### config.mk
export PLATFORM = sky130hd
export DESIGN_NAME = imem_loader
export DESIGN_NICKNAME = d
export VERILOG_FILES = /design/src/rtl/imem_loader_pkg.sv /design/src/rtl/imem_loader_word_packer.sv /design/src/rtl/imem_loader.sv
export SDC_FILE = /design/constraint.sdc
export NUM_CORES = 1
export LEC_CHECK = 0
export CAP_MARGIN = 20
export CORE_MARGIN = 4
export CORE_UTILIZATION = 25
export CTS_BUF_LIST = sky130_fd_sc_hd__clkbuf_8
export CTS_CLUSTER_SIZE = 28
export DETAILED_ROUTE_END_ITERATION = 6
export DONT_BUFFER_PORTS = 1
export PLACE_DENSITY = 0.44
export SKIP_LAST_GASP = 1
export SYNTH_ARGS = -nofsm -noshare
export SYNTH_HDL_FRONTEND = slang
export SYNTH_HIERARCHICAL = 1
export SYNTH_SLANG_ARGS = --single-unit
### constraint.sdc
create_clock -name clk -period 8.5 [get_ports clk]
set_clock_uncertainty 0.2 [all_clocks]
set_input_delay 1.275 -clock clk [delete_from_list [all_inputs] [get_ports clk]]
set_output_delay 1.275 -clock clk [all_outputs]
set_load 0.02 [all_outputs]
### src/rtl/imem_loader_pkg.sv
// Shared definitions for the instruction-memory loader: FSM state type and
// default frame parameters.
package imem_loader_pkg;

    localparam int unsigned    DEFAULT_DEPTH      = 64;
    localparam logic [7:0]     DEFAULT_START_BYTE = 8'hA5;

    typedef enum logic [2:0] {
        ST_IDLE  = 3'd0,
        ST_LEN   = 3'd1,
        ST_DATA  = 3'd2,
        ST_CHECK = 3'd3,
        ST_DONE  = 3'd4,
        ST_ERR   = 3'd5
    } state_t;

endpackage

### src/rtl/imem_loader_word_packer.sv
// Little-endian byte-to-word packer. word/word_done are combinational so the
// loader can register the completed word on the same edge as the 4th byte.
module word_packer (
    input  logic        clk,
    input  logic        reset_n,
    input  logic        flush,
    input  logic        byte_valid,
    input  logic [7:0]  byte_in,
    output logic        word_done,
    output logic [31:0] word
);

    logic [23:0] shreg;
    logic [1:0]  cnt;

    always_ff @(posedge clk) begin
        if (!reset_n || flush) begin
            shreg <= '0;
            cnt   <= '0;
        end else if (byte_valid) begin
            // Newest byte enters at the top; the oldest ends up in [7:0].
            shreg <= {byte_in, shreg[23:8]};
            cnt   <= cnt + 2'd1;
        end
    end

    always_comb begin
        word      = {byte_in, shreg};
        word_done = byte_valid && (cnt == 2'd3);
    end

endmodule

### src/rtl/imem_loader.sv
// Serial-frame instruction-memory loader: parses START/LEN/data/CHK frames,
// writes words into instruction memory and holds the core in reset until done.
module imem_loader
    import imem_loader_pkg::*;
#(
    parameter int unsigned DEPTH      = DEFAULT_DEPTH,
    parameter logic [7:0]  START_BYTE = DEFAULT_START_BYTE
) (
    input  logic        clk,
    input  logic        reset_n,
    input  logic [7:0]  rx_data,
    input  logic        rx_valid,
    output logic        we,
    output logic [31:0] waddr,
    output logic [31:0] wdata,
    output logic        cpu_reset,
    output logic        busy,
    output logic        done,
    output logic        error
);

    localparam int unsigned IW = (DEPTH > 1) ? $clog2(DEPTH) : 1;

    state_t        state;
    logic [7:0]    len;
    logic [IW-1:0] index;
    logic [7:0]    chk;

    logic          frame_start;
    logic          pack_valid;
    logic          word_done;
    logic [31:0]   word;

    always_comb begin
        frame_start = rx_valid && (rx_data == START_BYTE) &&
                      ((state == ST_IDLE) || (state == ST_DONE) || (state == ST_ERR));
        pack_valid  = rx_valid && (state == ST_DATA);
    end

    word_packer u_packer (
        .clk        (clk),
        .reset_n    (reset_n),
        .flush      (frame_start),
        .byte_valid (pack_valid),
        .byte_in    (rx_data),
        .word_done  (word_done),
        .word       (word)
    );

    always_ff @(posedge clk) begin
        if (!reset_n) begin
            state     <= ST_IDLE;
            we        <= 1'b0;
            waddr     <= '0;
            wdata     <= '0;
            busy      <= 1'b0;
            done      <= 1'b0;
            error     <= 1'b0;
            cpu_reset <= 1'b1;
            len       <= '0;
            index     <= '0;
            chk       <= '0;
        end else begin
            we <= 1'b0;
            case (state)
                ST_IDLE, ST_DONE, ST_ERR: begin
                    if (frame_start) begin
                        state     <= ST_LEN;
                        done      <= 1'b0;
                        error     <= 1'b0;
                        busy      <= 1'b1;
                        cpu_reset <= 1'b1;
                        index     <= '0;
                        chk       <= '0;
                    end
                end
                ST_LEN: begin
                    if (rx_valid) begin
                        if ((rx_data != 8'd0) && (32'(rx_data) <= DEPTH)) begin
                            len   <= rx_data;
                            state <= ST_DATA;
                        end else begin
                            state <= ST_ERR;
                            busy  <= 1'b0;
                            error <= 1'b1;
                        end
                    end
                end
                ST_DATA: begin
                    if (rx_valid) begin
                        chk <= chk ^ rx_data;
                    end
                    if (word_done) begin
                        we    <= 1'b1;
                        waddr <= 32'({index, 2'b00});
                        wdata <= word;
                        // LEN <= DEPTH keeps the index inside 0..DEPTH-1.
                        if (32'(index) == (32'(len) - 32'd1)) begin
                            state <= ST_CHECK;
                        end else begin
                            index <= index + 1'b1;
                        end
                    end
                end
                ST_CHECK: begin
                    if (rx_valid) begin
                        busy <= 1'b0;
                        if (rx_data == chk) begin
                            state     <= ST_DONE;
                            done      <= 1'b1;
                            cpu_reset <= 1'b0;
                        end else begin
                            state <= ST_ERR;
                            error <= 1'b1;
                        end
                    end
                end
                default: state <= ST_IDLE;
            endcase
        end
    end

endmodule

-- Word level (Yosys, flattened, before mapping)
Cells that the tools add are included.
- register bits after elaboration: 94
- input port bits: 11
- output and inout port bits: 69
- word-level logic and storage cells: 94
- add/subtract/negate cells: 3
- magnitude comparators: 1
- eq/ne operators: 19
- mux-type cells: 33
- bitwise operators: 1
- reductions and logical operators: 24
- operator list (operator ; count):
    $eq A6 B32 Y1 ; 1
    $mux W3 ; 6
    $mux W6 ; 3
    $mux W8 ; 2
    $pmux W8 S2 ; 1
    $mux W1 ; 15
    $ne A2 B2 Y1 const B ; 7
    $pmux W3 S4 ; 1
    $pmux W6 S2 ; 1
    $reduce_and A5 Y1 ; 2
    $sub A8 B1 Y9 const B ; 1
    $eq A8 B8 Y1 ; 1
    $eq A8 B8 Y1 const B ; 1
    $le A8 B7 Y1 const B ; 1
    $reduce_and A4 Y1 ; 2
    $reduce_bool A8 Y1 ; 1
    $xor A8 B8 Y8 ; 1
    $add A6 B1 Y6 const B ; 1
    $eq A3 B2 Y1 const B ; 2
    $eq A3 B3 Y1 const B ; 2
    $ne A2 B1 Y1 const B ; 3
    $pmux W1 S3 ; 2
    $reduce_and A3 Y1 ; 2
    $reduce_and A6 Y1 ; 1
    other kinds (12) ; 21

-- Longest topological paths before layout
- depth after elaboration: 6
- depth in mapped cells: 12
- depth with buffers taken out: 8

-- Cells and area by module
The synthesis kept the hierarchy.
- by module, submodules not included (module ; times used ; cells each ; area each (um2) ; seq. area each (um2)):
    imem_loader ; 1 ; 402 ; 3407.0 ; 1361.3
    word_packer ; 1 ; 95 ; 1047.3 ; 520.5

-- Worst setup path after synthesis
OpenSTA, ideal clock, no wires.
- kind: input port to flip-flop
- start: input rx_valid
- end: register index[2]
- library setup time: 121 ps
- arrival time: 3005 ps
- required time: 8179 ps
- slack: 5174 ps
- stages on the path: 9
- buffers on the path: 3
- cells stage by stage: and2_1 -> clkbuf_1 -> buf_6 -> buf_12 -> and2_1 -> and2_1 -> a211oi_2 -> nor3b_2 -> mux2_4
- cells in the longest elaborated chain, start to end: 4
- elaborated cells on any way between the ends: 7
- those cells by class: eq/ne: 2; reduce/logical: 5
- RTL lines (item ; line ; source):
    from (decl) ; imem_loader.sv:12 ; input logic rx_valid,
    $logic_and A1 B1 Y1 ; imem_loader.sv:37 ; pack_valid = rx_valid && (state == ST_DATA);
    net pack_valid ; imem_loader.sv:30 ; logic pack_valid;
    $logic_and A1 B1 Y1 ; imem_loader_word_packer.sv:29 ; word_done = byte_valid && (cnt == 2'd3);
    net word_done ; imem_loader.sv:31 ; logic word_done;
    $ne A2 B1 Y1 (no source line) ; -- ;
    $reduce_and A4 Y1 (no source line) ; -- ;
    to (signal assigned) ; imem_loader.sv:101 ; index <= index + 1'b1;
    to (decl) ; imem_loader.sv:26 ; logic [IW-1:0] index;
The timed path passes the listed nets, and every way through them passes these cells.
A chain may end at the register's enable or synchronous reset.

-- Worst setup path in the final report
- start: register state[1]
- end: register index[4]
- elaborated cells on any way between the ends: 16
- those cells by class: eq/ne: 6; mux: 1; reduce/logical: 9
- RTL lines (item ; line ; source):
    from (decl) ; imem_loader.sv:24 ; state_t state;
    from (signal assigned) ; imem_loader.sv:52 ; state <= ST_IDLE;
    from (signal assigned) ; imem_loader.sv:68 ; state <= ST_LEN;
    from (signal assigned) ; imem_loader.sv:81 ; state <= ST_DATA;
    $eq A3 B2 Y1 ; imem_loader.sv:37 ;
    $logic_and A1 B1 Y1 ; imem_loader.sv:37 ;
    $logic_and A1 B1 Y1 ; imem_loader_word_packer.sv:29 ;
    net word_done ; imem_loader.sv:31 ;
    $ne A2 B1 Y1 (no source line) ; -- ;
    $reduce_and A4 Y1 (no source line) ; -- ;
The timed path passes the listed nets, and every way through them passes these cells.

==> out/qor.tcl <==
set qor(timing.critical_path.from_type) {register}
set qor(boundaryPins) 80
set qor(sequential_power_share_pct) 59.3
set qor(timing.critical_path.fanout_max) 36
set qor(clk_root_buffer_cell) {clkbuf_8}
set qor(fmax_mhz) 291
set qor(cts_buffers) 9
set qor(synthesis.yosys.warnings) 6
set qor(slew-limit-headroom_pct) 35.1
set qor(die_x_um) 141
set qor(num_antenna_cells) 0
set qor(cts_sinks) 94
set qor(crit_slowest_cell) {and2_2}
set qor(layout.cells.most_common) {dfxtp_1}
set qor(syn_inst) 497
set qor(antenna_violating_nets_post_route) 0
set qor(htree_num_levels) 3
set qor(final_setup_fails) 0
set qor(ys_async_sr_fraction_pct) 0
set qor(critPathRequiredTime_ns) 8.60
set qor(max_cap_violations) 0
set qor(cellInternalPower_mw) 0.569
set qor(clkLatencyLatePin_ns) 0.37
set qor(multi_input_combinational_cell_area_mm2) 0.00223
set qor(grt_max_degree) 68
set qor(yosysUniqueCellTypes) 59
set qor(clkPwrFrac_pct) 37.7
set qor(combinationalPowerShare_pct) 2.9
set qor(first_pass_grt_wire_length_um) 17200
set qor(start_util_pct) 25.7
set qor(worstPathArrival_ns) 3.54
set qor(postSynthRegisterBits) 94
set qor(timing.critical_path.cells) {nor3b_1, and2_2, and2_1, and2_1, a211oi_2, nand4b_4, or3_1, a21oi_1}
set qor(postPlaceCellArea_mm2) 0.00442
set qor(worst_hold_path_type) {reg2reg}
set qor(element_type_at_the_critical_path_end) {register}
set qor(switching_power_of_the_nets_mw) 0.173
set qor(total_negative_setup_slack_ns) 0
set qor(crit_type) {reg2reg}
set qor(synth_sequential_area_ratio_pct) 42.2
set qor(syn2layout_area_growth_pct) 3.48
set qor(clock_tree_buffer_depth) 2
set qor(synthesized_area_mm2) 0.00445
set qor(power.ir.vdd_worst_v) 0.0000606
set qor(synthesis.area_per_instance_um2) 8.96
set qor(synth_enable_flop_cells) 0
set qor(floorplan.die_area_mm2) 0.0200
set qor(floorplan.rows) 48
set qor(tritoncts) {yes}
set qor(place.port_buffers) 0
set qor(crit_top_cell) {and2_1}
set qor(critical-path-max-stage-delay_ns) 0.89
set qor(via_per_inst) 4.55
set qor(drtIter0Drc) 162
set qor(drt-wirelength-per-cell_um) 15.1
set qor(rsz0062_at_grt) {no}
set qor(grt_use_met1_pct) 14.3
set qor(drt_first_pass_iters) 4
set qor(core_box_area_mm2) 0.0174
set qor(report.final.slew_viol_count) 0
set qor(groute.layer.met2.usage_pct) 16.7
set qor(register_area_mm2) 0.00188
set qor(fin_area_mm2) 0.00461
set qor(groute.usage.overall_pct) 11.1
set qor(switching_share_pct) 23.3
set qor(layout_min_cycle_time_ns) 3.44
set qor(fp.dieH_um) 141
set qor(detailedPlacementHpwl_um) 7360
set qor(gr-usage-met3_pct) 4.45
set qor(drc_errors) 0
set qor(worst_slew_pin_slew_ns) 0.973
set qor(final_layout_size_suffix_gt1_share_pct) 7.11
set qor(grt_antenna_before_repair) 0
set qor(detail_route.wirelength_um) 10600
set qor(detailroute.via_count) 3201
set qor(mostFrequentLayoutCells) {dfxtp_1 (94), nand2_1 (83), a21boi_0 (48)}
set qor(post_cts_resize_count) 0
set qor(register_clock_pin_slew_on_the_reported_worst_setup_and_hold_paths_ns) 0.09
set qor(grt-ovfl-total) 0
set qor(gpl.final_weighted_congestion) 0.768
set qor(via_count_of_the_first_global_routing_pass) 3112
set qor(highest_utilization_routing_layer_at_the_global_route_stage) {met2}
set qor(fin_crit_sh_pct) 40.4
set qor(post-cts-setup-buffer-count) 0
set qor(status) {completed}
set qor(cts.hold.buffers_added) 0
set qor(synthFlopType) {dfxtp_1}
set qor(power_per_cell_area_mw_per_mm2) 161
set qor(report.final.hold_viol_count) 0
set qor(filler_cell_count) 1892
set qor(p_leak_nw) 1.54
set qor(nNetsFinal) 487
[cells in the mapped netlist (all sizes together), types with 2 or more instances]
| cell type | number | area, um2 |
|---|---|---|
| dfxtp | 94 | 1880 |
| a21oi | 7 | 35.0 |
| o21a | 2 | 15.0 |
| o211ai | 3 | 22.5 |
| nor2b | 10 | 62.6 |
| nor3b | 3 | 27.5 |
| o21ai | 15 | 75.1 |
| mux2i | 32 | 320 |
| nand2b | 7 | 51.3 |
| inv | 5 | 18.8 |
| nor4 | 3 | 40.0 |
| or4 | 2 | 15.0 |
| and2 | 7 | 46.3 |
| a21boi | 49 | 368 |
| nand2 | 83 | 312 |
| and3 | 2 | 12.5 |
| xnor2 | 12 | 105 |
| nand4b | 2 | 32.5 |
| ha | 3 | 37.5 |
| buf | 47 | 367 |
| nand3 | 2 | 10.0 |
| o31ai | 3 | 22.5 |
| nand3b | 9 | 67.6 |
| nand4 | 5 | 37.5 |
| nor3 | 4 | 20.0 |
| or3 | 8 | 65.1 |
| nor4b | 2 | 17.5 |
| clkbuf | 15 | 56.3 |
| nor2 | 46 | 175 |
[state kept, by name (all words and copies together), names as in the netlist]
name and count:
busy 1, chk 8, cpu_reset 1, done 1, error 1, index 6, len 8, state 3
u_packer/cnt 2, u_packer/shreg 24, waddr 6, wdata 32, we 1
[metrics by stage]
stage                     hold slack, ns  util [%]  setup slack, ns  power, mW  std cells
final                              0.266      26.6             5.06      0.742        703
after global routing               0.302      26.6             4.81      0.778        703
after CTS                          0.272      26.6             5.06      0.761        703
after detailed placement           0.258      25.5             4.92      0.472        687
after global placement             0.257      25.5             4.97      0.472        687
after floorplan                    0.240         -             5.17      0.487        522
[final cells by class]
type	count	share of cell area, %
Clock buffer	11	3.28
Inverter	5	0.407
Sequential cell	94	40.8
Multi-Input combinational cell	361	48.3
Tap cell	225	6.11
Timing Repair Buffer	2	0.326
Clock inverter	5	0.760
[metal layers]
| layer | wire length (um) | vias up |
|---|---|---|
| li1 | - | 1576 |
| met1 | 4830 | 1509 |
| met2 | 4650 | 102 |
| met3 | 978 | 14 |
| met4 | 182 | 0 |
| met5 | 0 | - |
[path summary, 6_finish.rpt]
check	start	to	slack (ns)	cells past startpoint
min	u_packer/shreg[7]	wdata[7]	0.27	2
min reg2reg	u_packer/shreg[7]	wdata[7]	0.27	2
max reg2reg	state[1]	index[4]	5.06	8
max	state[1]	index[4]	5.06	8
[worst max-delay path: cells and delay by family (launching register included)]
kind,cells,cell delay [ns]
AOI/OAI and AO/OA,2,0.24
DFF,1,0.47
and+or+nand+nor,6,2.42
[cells by family (layout without fill, tap and decap cells)]
group                      count (synthesis)  after routing  synth area share (%)
AOI/OAI and AO/OA                         90             90                  14.4
adders and majority gates                  3              3                 0.843
DFF                                       94             94                  42.2
muxes                                     33             33                  7.53
xor gates and xnor gates                  13             13                  2.56
and+or+nand+nor                          196            196                  22.4
buffers and inverters                     67             23                  9.92
other                                      1             26                0.0842
[power by group through the flow]
stage / Combinational [mW] / Clock [mW] / Sequential (mW)
finish: 0.0217 / 0.280 / 0.440
CTS: 0.0214 / 0.300 / 0.440
global route: 0.0232 / 0.314 / 0.440
global placement: 0.0213 / 0 / 0.451
floorplan: 0.0367 / 0 / 0.450
detailed placement: 0.0213 / 0 / 0.450
Power figures use the tool's default switching activity.
